## config.mk

```make
export PLATFORM = sky130hd
export DESIGN_NAME = traffic_controller_multi
export DESIGN_NICKNAME = d
export VERILOG_FILES = /design/src/rtl/traffic_pkg.sv /design/src/rtl/traffic_tick_gen.sv /design/src/rtl/traffic_controller_multi.sv
export SDC_FILE = /design/constraint.sdc
export NUM_CORES = 1
export LEC_CHECK = 0
export BUFFER_PORTS_ARGS = -buffer_cell sky130_fd_sc_hd__buf_4
export CELL_PAD_IN_SITES_DETAIL_PLACEMENT = 0
export CELL_PAD_IN_SITES_GLOBAL_PLACEMENT = 1
export CORE_UTILIZATION = 31
export CTS_BUF_LIST = sky130_fd_sc_hd__clkbuf_4 sky130_fd_sc_hd__clkbuf_8 sky130_fd_sc_hd__clkbuf_16
export CTS_CLUSTER_SIZE = 12
export DETAILED_ROUTE_END_ITERATION = 6
export PLACE_DENSITY = 0.72
export SYNTH_ARGS = -nofsm -noshare
export SYNTH_HDL_FRONTEND = slang
export SYNTH_SLANG_ARGS = --single-unit
```

## constraint.sdc

```tcl
create_clock -name clk -period 12.5 [get_ports clk]
set_input_delay 3.75 -clock clk [delete_from_list [all_inputs] [get_ports clk]]
set_output_delay 3.75 -clock clk [all_outputs]
set_load 0.005 [all_outputs]
```

## src/rtl/traffic_pkg.sv

```systemverilog
// Shared types, default constants and packed-bus helpers for the multi-slot
// traffic controller.
package traffic_pkg;

   typedef enum logic [1:0] {IDLE, RUN, OVER} state_e;

   localparam int unsigned DEF_Y_MAX           = 480;
   localparam int unsigned DEF_SPAWN_THRESHOLD = 32'h8000;
   localparam int unsigned DEF_MIN_GAP         = 64;

   // Widest packed slot bus the field helper accepts; callers zero-extend.
   localparam int unsigned FIELD_BUS_W = 256;

   // Returns field idx of width w (w < 32) from a packed per-slot bus.
   function automatic logic [31:0] slot_field(input logic [FIELD_BUS_W-1:0] bus,
                                              input int unsigned idx,
                                              input int unsigned w);
      logic [FIELD_BUS_W-1:0] sh;
      sh = bus >> (idx * w);
      return sh[31:0] & ((32'd1 << w) - 32'd1);
   endfunction

endpackage

```

## src/rtl/traffic_tick_gen.sv

```systemverilog
// Speed divider: fire is the combinational step strobe, tick its registered
// one-cycle pulse so downstream state and tick change on the same edge.
module traffic_tick_gen
   import traffic_pkg::*;
#(
   parameter int unsigned SPEED_W = 20
) (
   input  logic               clk,
   input  logic               rst,
   input  logic               enable,
   input  logic [SPEED_W-1:0] speed,
   output logic               fire,
   output logic               tick
);

   logic [SPEED_W-1:0] count_q, count_d;
   logic               tick_d;

   assign fire = enable && (count_q >= speed);

   always_comb begin
      count_d = count_q;
      tick_d  = 1'b0;
      if (fire) begin
         count_d = '0;
         tick_d  = 1'b1;
      end else if (enable) begin
         count_d = count_q + SPEED_W'(1);
      end
   end

   always_ff @(posedge clk or posedge rst) begin
      if (rst) begin
         count_q <= '0;
         tick    <= 1'b0;
      end else begin
         count_q <= count_d;
         tick    <= tick_d;
      end
   end

endmodule

```

## src/rtl/traffic_controller_multi.sv

```systemverilog
// Multi-slot obstacle controller: moves, retires and spawns obstacles on a
// shared speed tick and runs the IDLE/RUN/OVER game state.
module traffic_controller_multi
   import traffic_pkg::*;
#(
   parameter int unsigned NUM_SLOTS       = 4,
   parameter int unsigned NUM_LANES       = 4,
   parameter int unsigned LANE_W          = 2,
   parameter int unsigned Y_W             = 10,
   parameter int unsigned Y_MAX           = DEF_Y_MAX,
   parameter int unsigned SPEED_W         = 20,
   parameter int unsigned RAND_W          = 16,
   parameter int unsigned SPAWN_THRESHOLD = DEF_SPAWN_THRESHOLD,
   parameter int unsigned MIN_GAP         = DEF_MIN_GAP
) (
   input  logic                        clk,
   input  logic                        rst,
   input  logic                        start,
   input  logic [SPEED_W-1:0]          speed,
   input  logic [RAND_W-1:0]           rand_val,
   input  logic                        collision,
   output logic [NUM_SLOTS-1:0]        slot_active,
   output logic [NUM_SLOTS*LANE_W-1:0] slot_lane,
   output logic [NUM_SLOTS*Y_W-1:0]    slot_y,
   output logic                        game_over,
   output logic [15:0]                 score,
   output logic                        tick
);

   localparam int unsigned       CNT_W  = $clog2(NUM_SLOTS + 1);
   localparam logic [Y_W-1:0]    Y_LAST = Y_W'(Y_MAX);
   localparam logic [Y_W-1:0]    GAP    = Y_W'(MIN_GAP);
   localparam logic [RAND_W-1:0] THRESH = RAND_W'(SPAWN_THRESHOLD);

   state_e               state_q, state_d;
   logic                 run_en, fire;
   logic [NUM_SLOTS-1:0] active_q, active_d;
   logic [LANE_W-1:0]    lane_q [NUM_SLOTS];
   logic [LANE_W-1:0]    lane_d [NUM_SLOTS];
   logic [Y_W-1:0]       y_q    [NUM_SLOTS];
   logic [Y_W-1:0]       y_d    [NUM_SLOTS];
   logic [15:0]          score_q, score_d;

   logic [LANE_W-1:0]    cand_lane;
   logic                 lane_ok, lane_blocked, have_free, spawn;
   logic [NUM_SLOTS-1:0] free_mask, target;
   logic [CNT_W-1:0]     retire_cnt;
   logic [16:0]          score_sum;

   assign run_en = (state_q == RUN) && start;

   traffic_tick_gen #(
      .SPEED_W (SPEED_W)
   ) u_tick_gen (
      .clk    (clk),
      .rst    (rst),
      .enable (run_en),
      .speed  (speed),
      .fire   (fire),
      .tick   (tick)
   );

   // Spawn decision uses pre-tick state only, so a slot retiring this tick
   // is still counted as occupied.
   assign cand_lane = rand_val[LANE_W-1:0];
   assign lane_ok   = 32'(cand_lane) < NUM_LANES;
   assign free_mask = ~active_q;
   assign have_free = |free_mask;
   assign target    = free_mask & (~free_mask + NUM_SLOTS'(1));

   always_comb begin
      lane_blocked = 1'b0;
      for (int i = 0; i < NUM_SLOTS; i++) begin
         if (active_q[i] && (lane_q[i] == cand_lane) && (y_q[i] < GAP)) begin
            lane_blocked = 1'b1;
         end
      end
   end

   assign spawn = (rand_val > THRESH) && lane_ok && !lane_blocked && have_free;

   always_comb begin
      state_d    = state_q;
      active_d   = active_q;
      lane_d     = lane_q;
      y_d        = y_q;
      retire_cnt = '0;

      unique case (state_q)
         IDLE:    if (start) state_d = RUN;
         RUN:     if (fire && collision) state_d = OVER;
         OVER:    state_d = OVER;
         default: state_d = IDLE;
      endcase

      if (fire && !collision) begin
         for (int i = 0; i < NUM_SLOTS; i++) begin
            if (active_q[i]) begin
               if (y_q[i] == Y_LAST) begin
                  active_d[i] = 1'b0;
                  y_d[i]      = '0;
                  retire_cnt  = retire_cnt + CNT_W'(1);
               end else begin
                  y_d[i] = y_q[i] + Y_W'(1);
               end
            end else if (spawn && target[i]) begin
               active_d[i] = 1'b1;
               lane_d[i]   = cand_lane;
               y_d[i]      = '0;
            end
         end
      end

      // retire_cnt is zero unless a clean tick fires, so this holds otherwise.
      score_sum = {1'b0, score_q} + 17'(retire_cnt);
      score_d   = score_sum[16] ? 16'hFFFF : score_sum[15:0];
   end

   always_ff @(posedge clk or posedge rst) begin
      if (rst) begin
         state_q  <= IDLE;
         active_q <= '0;
         score_q  <= '0;
         for (int i = 0; i < NUM_SLOTS; i++) begin
            lane_q[i] <= '0;
            y_q[i]    <= '0;
         end
      end else begin
         state_q <= state_d;
         if (fire) begin
            active_q <= active_d;
            lane_q   <= lane_d;
            y_q      <= y_d;
            score_q  <= score_d;
         end
      end
   end

   for (genvar g = 0; g < NUM_SLOTS; g++) begin : g_pack
      assign slot_lane[g*LANE_W +: LANE_W] = lane_q[g];
      assign slot_y[g*Y_W +: Y_W]          = y_q[g];
   end

   assign slot_active = active_q;
   assign game_over   = (state_q == OVER);
   assign score       = score_q;

endmodule

```

Word level (Yosys, flattened, before mapping) --
Cells that the tools add are included.
Word-level totals: word-level logic and storage cells 132, bits in registers 91
Cells by class: multiplexer cells 47, bitwise logic cells 7, reduce and logical (&&, ||, !) cells 37, order comparisons 6, add/subtract/negate cells 10, equality and inequality tests 12
Operators with widths (count):
- 2-to-1 mux 10 bit | 12
- adder 10 x 1 -> 10 bit, second input constant | 4
- equality test 10 x 9 -> 1 bit, second input constant | 4
- < comparator 10 x 7 -> 1 bit, second input constant | 4
- 2-to-1 mux 20 bit | 2
- 2-to-1 mux 3 bit | 10
- adder 20 x 1 -> 20 bit, second input constant | 1
- greater-or-equal comparator 20 bit | 1
- 2-to-1 mux 1 bit | 19
- logical AND 1 bit | 18
- adder 16 x 3 -> 17 bit | 1
- > comparator 16 bit, second input constant | 1
- 2-to-1 mux 16 bit | 1
- AND reduction 4 bit | 4
- AND reduction 3 bit | 4
- nonzero test 2 bit | 5
- adder 3 x 1 -> 3 bit, second input constant | 3
- equality test 2 bit | 4
- NOT 4 bit | 2
- one-hot mux 2 bit (3 select lines) | 1
- adder 4 x 1 -> 4 bit, second input constant | 1
- bitwise AND 4 bit | 1
- 2-to-1 mux 2 bit | 2
- NOT 1 bit | 4
- 8 further kinds | 10

Depth between registers and ports, before layout --
Gate-level depths: netlist (run 1).
depth after elaboration 19, depth in mapped cells 22, mapped depth without buffers 21

Modules after synthesis --
Synthesis (run 1) repeated with hierarchy kept, for this count alone.
Second synthesis, totals: cells, all modules 619, area, all modules 5776.8 µm²
By module, submodules not included:
- traffic_controller_multi | area an instance 4229.1 µm², cells an instance 441, times used 1, seq. area each 1751.7 µm²
- traffic_tick_gen | area an instance 1547.7 µm², cells an instance 178, times used 1, seq. area each 525.5 µm²

Worst setup path after synthesis (run 1) --
No wires, ideal clock.
kind input-to-reg, from input speed[2], to register score_q[4], in the netlist score[4], cell stages on the path 18, buffers on the path 3, arrival time 6950 ps, slack 5423 ps, cells stage by stage inv_1 ha_1 a211o_1 a31oi_1 o221ai_2 a211o_1 buf_2 buf_2 nand2_1 nor2_1 ha_1 fa_1 a21o_1 nand3_1 or2_2 clkbuf_1 nand2_1 mux2_1
On the way: cells in the longest elaborated chain, start to end 6
Ends and longest elaborated chain:
- start, declared | RTL line traffic_controller_multi.sv:19 | input logic [SPEED_W-1:0] speed,
- greater-or-equal comparator 20 bit (*) | RTL line traffic_tick_gen.sv:19 | assign fire = enable && (count_q >= speed);
- logical AND 1 bit (*) | RTL line traffic_tick_gen.sv:19
- logical AND 1 bit | RTL line traffic_controller_multi.sv:96 | if (fire && !collision) begin
- 2-to-1 mux 3 bit | RTL line traffic_controller_multi.sv:96
- adder 16 x 3 -> 17 bit | RTL line traffic_controller_multi.sv:115 | score_sum = {1'b0, score_q} + 17'(retire_cnt);
- 2-to-1 mux 16 bit | RTL line traffic_controller_multi.sv:116 | score_d = score_sum[16] ? 16'hFFFF : score_sum[15:0];
- end signal, assigned | RTL line traffic_controller_multi.sv:134 | score_q <= score_d;
- end, declared | RTL line traffic_controller_multi.sv:42 | logic [15:0] score_q, score_d;
Mark *: on every way between the ends. The rest lies on a longest branch, timed or not. A chain may end at the register's enable or synchronous reset.

Worst setup path in the final report (run 1) --
from input speed[2], to register score_q[7], in the netlist score[7]
Same word-level chain as after synthesis.

==> results of run 1 <==
==> cell usage after synthesis, drive strengths merged, types with 9 or more instances <==
| master | count | share of area |
|---|---|---|
| dfrtp | 91 | 0.39 |
| nand2 | 56 | 0.036 |
| nor2 | 51 | 0.033 |
| inv | 45 | 0.029 |
| ha | 38 | 0.081 |
| nor3 | 33 | 0.029 |
| nand3 | 31 | 0.026 |
| a221o | 23 | 0.039 |
| a31oi | 23 | 0.024 |
| and3 | 22 | 0.023 |
| xnor2 | 20 | 0.030 |
| mux2 | 18 | 0.036 |
| a21oi | 17 | 0.014 |
| nand4 | 17 | 0.018 |
| nor4 | 17 | 0.018 |
| buf | 16 | 0.014 |
| o21ai | 13 | 0.011 |
| clkbuf | 11 | 0.0070 |
| and2 | 9 | 0.0096 |
| or3 | 9 | 0.0096 |
==> state kept, by name, summed over array words and instances, names as in the netlist <==
signal / cells
state_q: 2
slot_active: 4
slot_y: 40
slot_lane: 8
u_tick_gen.count_q: 20
score: 16
u_tick_gen.tick: 1
==> cell type report <==
type | instances | area (um2)
fillers | 1917 | 11400
multi-input cells | 485 | 3320
flip-flops and latches | 91 | 2280
repair buffers | 114 | 856
well taps | 234 | 293
clock buffers | 12 | 267
inverters | 45 | 170
clock inverters | 4 | 31.3
==> worst max path at each step <==
stage | endpoint | slack [ns] | depth (start not counted)
2_1_floorplan | score[4] | 5.42 | 18
3_3_place_gp | score[7] | 5.06 | 17
3_5_place_dp | score[9] | 5.01 | 17
4_1_cts | score[9] | 5.38 | 17
5_1_grt | score[9] | 5.03 | 17
6_report | score[7] | 5.36 | 17
==> logic make-up (layout without fill, tap and decap cells) <==
logic type               Yosys count  count (layout)  synth area share
multiplexers                      20              20            0.0391
XOR/XNOR                          27              27            0.0402
flip-flops                        91              91             0.387
AO/OA/AOI/OAI                    119             119             0.153
AND/OR/NAND/NOR                  280             280             0.246
adder cells (fa/ha/maj)           39              39            0.0842
buffers and inverters             72             175            0.0502
==> metrics by stage <==
| stage | cells | power (mW) | util | setup WS (ns) | area, um2 |
|---|---|---|---|---|---|
| 3_5_place_dp | 969 | 0.400 | 0.371 | 5.01 | 6910 |
| 6_report | 985 | 0.669 | 0.387 | 5.36 | 7210 |
| 3_3_place_gp | 969 | 0.400 | 0.371 | 5.06 | 6910 |
| 5_1_grt | 985 | 0.700 | 0.387 | 5.03 | 7210 |
| 2_1_floorplan | 648 | 0.371 | - | 5.42 | 5880 |
| 4_1_cts | 985 | 0.680 | 0.387 | 5.38 | 7210 |
==> power breakdown <==
group	total [mW]	internal, mW	switching [mW]
clock	0.276	0.153	0.124
combinational	0.0805	0.0377	0.0427
sequential	0.312	0.304	0.00840
total	0.669	0.494	0.175
==> routing by layer <==
| metal | global-route usage | vias to the layer above | routed length (um) |
|---|---|---|---|
| met2 | 0.259 | 127 | 6980 |
| li1 | - | 2587 | - |
| met4 | 0.0555 | 0 | 155 |
| met1 | 0.221 | 2504 | 7510 |
| met3 | 0.0320 | 10 | 693 |
| met5 | 0 | - | 0 |
==> flow_summary.json, run 1 <==
{
  "replace_congestion": 0.753,
  "antenna_found_initial": 0,
  "fp.dieArea_um2": 19500,
  "period_needed_ns": 7.14,
  "placeable_core_region_um2": 18600,
  "status": "completed",
  "setup_viol_count_final": 0,
  "post_synthesis_instance_area_um2": 5880,
  "classification_of_the_worst_setup_path": "in -> reg",
  "async_reset_ff_frac": 1.00,
  "syn-mean-instance-area_um2": 9.08,
  "leakagePower_nw": 3.39,
  "postSynthCellCount": 648,
  "peak_clock_frequency_supported_by_timing_mhz": 140,
  "grt_setup_unrepaired": "no",
  "cts_root_buffer": "sky130_fd_sc_hd__clkbuf_16",
  "synth-seq-cells": 91,
  "postRouteWirelength_um": 15300,
  "areaGrowthSynthToFinish_pct": 22.5,
  "cpPeakStageDelay_ns": 0.40,
  "final_nets": 825,
  "synth_sequential_area_ratio": 0.387,
  "clk_path_buf_depth": 2,
  "path_buf_inv": 3,
  "cp_data_arrival_time_ns": 7.35,
  "synth.net_count": 727,
  "synth_warnings": 0,
  "cts_inserted_buffers": 9,
  "ioPinCount": 110,
  "rr_endpoint": "score[9]",
  "clkTransAtPathRegs_ns": 0.06,
  "hold_path_class": "reg -> reg",
  "vias_in_the_first_global_route": 5031,
  "viasPerCell": 5.31,
  "detail_route.wl_per_cell_um": 15.6,
  "effective_utilization_at_floorplan": 0.316,
  "numPortBuffers": 109,
  "worst_hold_path.num_cells": 1,
  "cts.htree.levels": 3,
  "synth_ff_type": "sky130_fd_sc_hd__dfrtp_1",
  "routed-via-count": 5228,
  "cts_tree": "built",
  "vdd_drop_max_mv": 0.0657,
  "type_of_element_launching_the_critical_path": "primary input",
  "hold_path_startpoint": "state_q[1]",
  "first_iter_violations": 296,
  "drt_drc_violations_left": 0,
  "drive_gt1_frac": 0.217,
  "finClkSkew_ns": 0.0122,
  "cp-end-kind": "flip-flop",
  "antennaDiodeCount": 0,
  "final_min_period_over_clock_period": 0.571,
  "post_dp_hpwl_um": 10800,
  "reg2reg_setup_slack_ns": 7.77,
  "worst_path_dominant_cell_family": "compound AO/OA/AOI/OAI gates",
  "cts_resized": 0,
  "setup.worst_path.start": "speed[2]",
  "clk_lat_worst_skew_ns": 0.36,
  "reg2reg_depth": 19,
  "grt_start_max_net_pins": 49,
  "min_to": "state_q[1]",
  "synth_cell_type_count": 56,
  "cts_num_sinks": 91,
  "max-cap-violations": 0,
  "drtPass1Iterations": 4,
  "die_height_um": 140,
  "cts_setup_buffers": 0,
  "synth_edf_count": 0,
  "power_per_cell_area_nw_per_um2": 92.8,
  "hold_ws_ns": 0.544,
  "fp.dieW_um": 140,
  "post_cts_hold_buffer_count": 0,
  "layout.cells.most_common": "sky130_fd_sc_hd__buf_4",
  "overflow": 0,
  "critical_path_required_ns": 12.71,
  "summed_negative_setup_slack_over_all_endpoints_ns": 0,
  "worst_path_max_delay_cell": "sky130_fd_sc_hd__fa_1",
  "first_pass_grt_wire_length_um": 25600,
  "highest_count_cells_in_the_layout_ignoring_fill_and_taps": "sky130_fd_sc_hd__buf_4 (114), sky130_fd_sc_hd__dfrtp_1 (91), sky130_fd_sc_hd__nand2_1 (56)",
  "globalRouteTotalUtil": 0.163,
  "hold_viol": 0,
  "crit_path_cell_trace": "buf_4, inv_1, ha_1, a211o_1, a31oi_1, o221ai_2, a211o_1, buf_4, nand2_1, nor2_1, ha_1, fa_1, a21o_1, nand3_1, nor2_1, nor3_1, a41oi_1",
  "timing_max_transition_violations_final": 0,
  "worst_slew_pin_slew_ns": 0.910,
  "fp-row-count": 50,
  "slew_headroom": 0.388,
  "worstPathMaxFanout": 35,
  "route.antenna.remaining_nets": 0,
  "critical_path.reg2reg.startpoint": "slot_y[10]"
}
Power figures use the tool's default switching activity.
==> run 2: changes to the inputs <==
==> constraint.sdc (replaced) <==
create_clock -name clk -period 6.6 [get_ports clk]
set_input_delay 1.98 -clock clk [delete_from_list [all_inputs] [get_ports clk]]
set_output_delay 1.98 -clock clk [all_outputs]
set_load 0.005 [all_outputs]
==> flow_summary.json, run 2 (synthesis results as in run 1) <==
{
  "highest_count_cells_in_the_layout_ignoring_fill_and_taps": "sky130_fd_sc_hd__buf_4 (115), sky130_fd_sc_hd__dfrtp_1 (91), sky130_fd_sc_hd__nand2_1 (56)",
  "post_dp_hpwl_um": 10900,
  "worst_path_max_delay_cell": "sky130_fd_sc_hd__a221o_1",
  "setup_viol_count_final": 0,
  "cts_root_buffer": "sky130_fd_sc_hd__clkbuf_16",
  "numPortBuffers": 109,
  "antennaDiodeCount": 0,
  "cp_data_arrival_time_ns": 5.31,
  "worstPathMaxFanout": 7,
  "fp.dieW_um": 140,
  "cts_inserted_buffers": 9,
  "rr_endpoint": "score[7]",
  "hold_path_class": "reg -> reg",
  "clkTransAtPathRegs_ns": 0.06,
  "clk_lat_worst_skew_ns": 0.35,
  "p_switching_mw": 0.322,
  "overflow": 0,
  "timing_max_transition_violations_final": 0,
  "postRouteWirelength_um": 15200,
  "final_nets": 826,
  "final_util": 0.387,
  "power_per_cell_area_nw_per_um2": 177,
  "drive_gt1_frac": 0.217,
  "fp.dieArea_um2": 19500,
  "globalRouteTotalUtil": 0.164,
  "route.antenna.remaining_nets": 0,
  "fp-row-count": 50,
  "worst_path_dominant_cell_family": "compound AO/OA/AOI/OAI gates",
  "overall_power_mw": 1.28,
  "final_design_area_no_fill_um2": 7220,
  "detailed_place.area_um2": 6920,
  "cts_tree": "built",
  "crit_path_cell_trace": "buf_4, inv_1, ha_1, a21oi_1, o21ai_0, a221o_1, a211o_1, nand2_1, nor2_1, ha_1, fa_1, a21o_1, nand3_1, nor2_1, nor3_1, a41oi_1",
  "vdd_drop_max_mv": 0.135,
  "slew_headroom": 0.384,
  "path_depth": 16,
  "reg2reg_setup_slack_ns": 1.87,
  "hold_path_startpoint": "state_q[1]",
  "max-cap-violations": 0,
  "final_min_period_over_clock_period": 0.774,
  "period_needed_ns": 5.11,
  "cts.htree.levels": 3,
  "layout.cells.most_common": "sky130_fd_sc_hd__buf_4",
  "cp-end-kind": "flip-flop",
  "worst_hold_path.num_cells": 1,
  "worst_setup_slack_final_ns": 1.49,
  "first_iter_violations": 246,
  "viasPerCell": 5.28,
  "p_sw_frac": 0.253,
  "drt_drc_violations_left": 0,
  "hold_viol": 0,
  "cpPeakStageDelay_ns": 0.41,
  "areaGrowthSynthToFinish_pct": 22.7,
  "grt_setup_unrepaired": "no",
  "detail_route.wl_per_cell_um": 15.5,
  "placeable_core_region_um2": 18600,
  "effective_utilization_at_floorplan": 0.316,
  "classification_of_the_worst_setup_path": "in -> reg",
  "post_cts_hold_buffer_count": 0,
  "routed-via-count": 5198,
  "replace_congestion": 0.803,
  "reg2reg_depth": 18,
  "worst_slew_pin_slew_ns": 0.922,
  "leakagePower_nw": 3.39,
  "die_height_um": 140,
  "cts_setup_buffers": 0,
  "critical_path.reg2reg.startpoint": "slot_y[10]",
  "critical_path_required_ns": 6.80,
  "ioPinCount": 110,
  "power.clock.fraction": 0.416,
  "type_of_element_launching_the_critical_path": "primary input",
  "status": "completed",
  "drtPass1Iterations": 5,
  "cts_resized": 0,
  "peak_clock_frequency_supported_by_timing_mhz": 196,
  "share_seq_of_total_power": 0.463,
  "comb_power_share": 0.121,
  "antenna_found_initial": 0,
  "first_pass_grt_wire_length_um": 25900,
  "p_int_mw": 0.954,
  "largest_reg_flops": 40,
  "finClkSkew_ns": 0.00756,
  "cts_num_sinks": 91,
  "vias_in_the_first_global_route": 4997,
  "fillCellCount": 1912,
  "summed_negative_setup_slack_over_all_endpoints_ns": 0,
  "grt_start_max_net_pins": 56,
  "min_to": "state_q[1]",
  "path_buf_inv": 2,
  "clk_path_buf_depth": 2,
  "dp_worst_setup_slack_ns": 1.13
}
-- run 2: power by group through the flow --
stage | clock (mW) | sequential (mW) | combinational (mW)
finish | 0.531 | 0.591 | 0.154
global route | 0.567 | 0.594 | 0.180
CTS | 0.547 | 0.591 | 0.159
detailed placement | 0 | 0.601 | 0.159
global placement | 0 | 0.602 | 0.156
floorplan | 0 | 0.598 | 0.106
-- run 2: through the flow --
stage               std cells  hold WS (ns)
floorplan                 648         0.494
global placement          970         0.522
global route              985         0.588
finish                    985         0.540
detailed placement        970         0.528
CTS                       985         0.542
-- run 2: worst register-to-register path, cell delays in order, from the launching register on --
cell	delay (ns)
sky130_fd_sc_hd__dfrtp_1	0.44
sky130_fd_sc_hd__inv_1	0.08
sky130_fd_sc_hd__ha_1	0.13
sky130_fd_sc_hd__or4b_2	0.59
sky130_fd_sc_hd__nor3_2	0.26
sky130_fd_sc_hd__ha_1	0.29
sky130_fd_sc_hd__nand2_1	0.07
sky130_fd_sc_hd__o31ai_1	0.11
sky130_fd_sc_hd__ha_1	0.29
sky130_fd_sc_hd__mux2_2	0.28
sky130_fd_sc_hd__ha_1	0.30
sky130_fd_sc_hd__inv_1	0.05
sky130_fd_sc_hd__a211oi_1	0.10
sky130_fd_sc_hd__fa_1	0.45
sky130_fd_sc_hd__a21o_1	0.22
sky130_fd_sc_hd__nand3_1	0.21
sky130_fd_sc_hd__nor2_1	0.14
sky130_fd_sc_hd__nor3_1	0.39
sky130_fd_sc_hd__a41oi_1	0.18
-- run 2: area by class of cell --
| type | count | area (um2) | area share |
|---|---|---|---|
| multi-input combinational | 485 | 3320 | 0.459 |
| sequential | 91 | 2280 | 0.316 |
| timing repair buffer | 115 | 863 | 0.120 |
| tap | 234 | 293 | 0.0406 |
| clock buffer | 11 | 246 | 0.0342 |
| inverter | 45 | 170 | 0.0236 |
| clock inverter | 4 | 51.3 | 0.00711 |
-- run 2: worst max-delay path by stage --
stage | startpoint | end | slack [ns]
after floorplan | speed[2] | score[4] | 1.29
after global placement | speed[2] | score[7] | 1.15
after detailed placement | speed[2] | score[7] | 1.13
after CTS | speed[2] | score[7] | 1.47
after global routing | speed[2] | score[9] | 1.19
final | speed[9] | score[7] | 1.49
-- run 2: layer usage --
| layer | routed length, um | share of wire | vias up | track usage |
|---|---|---|---|---|
| met5 | 0 | 0 | - | 0 |
| li1 | - | - | 2585 | - |
| met4 | 243 | 0.016 | 0 | 0.0567 |
| met3 | 636 | 0.042 | 15 | 0.0289 |
| met2 | 6930 | 0.45 | 115 | 0.260 |
| met1 | 7440 | 0.49 | 2483 | 0.225 |
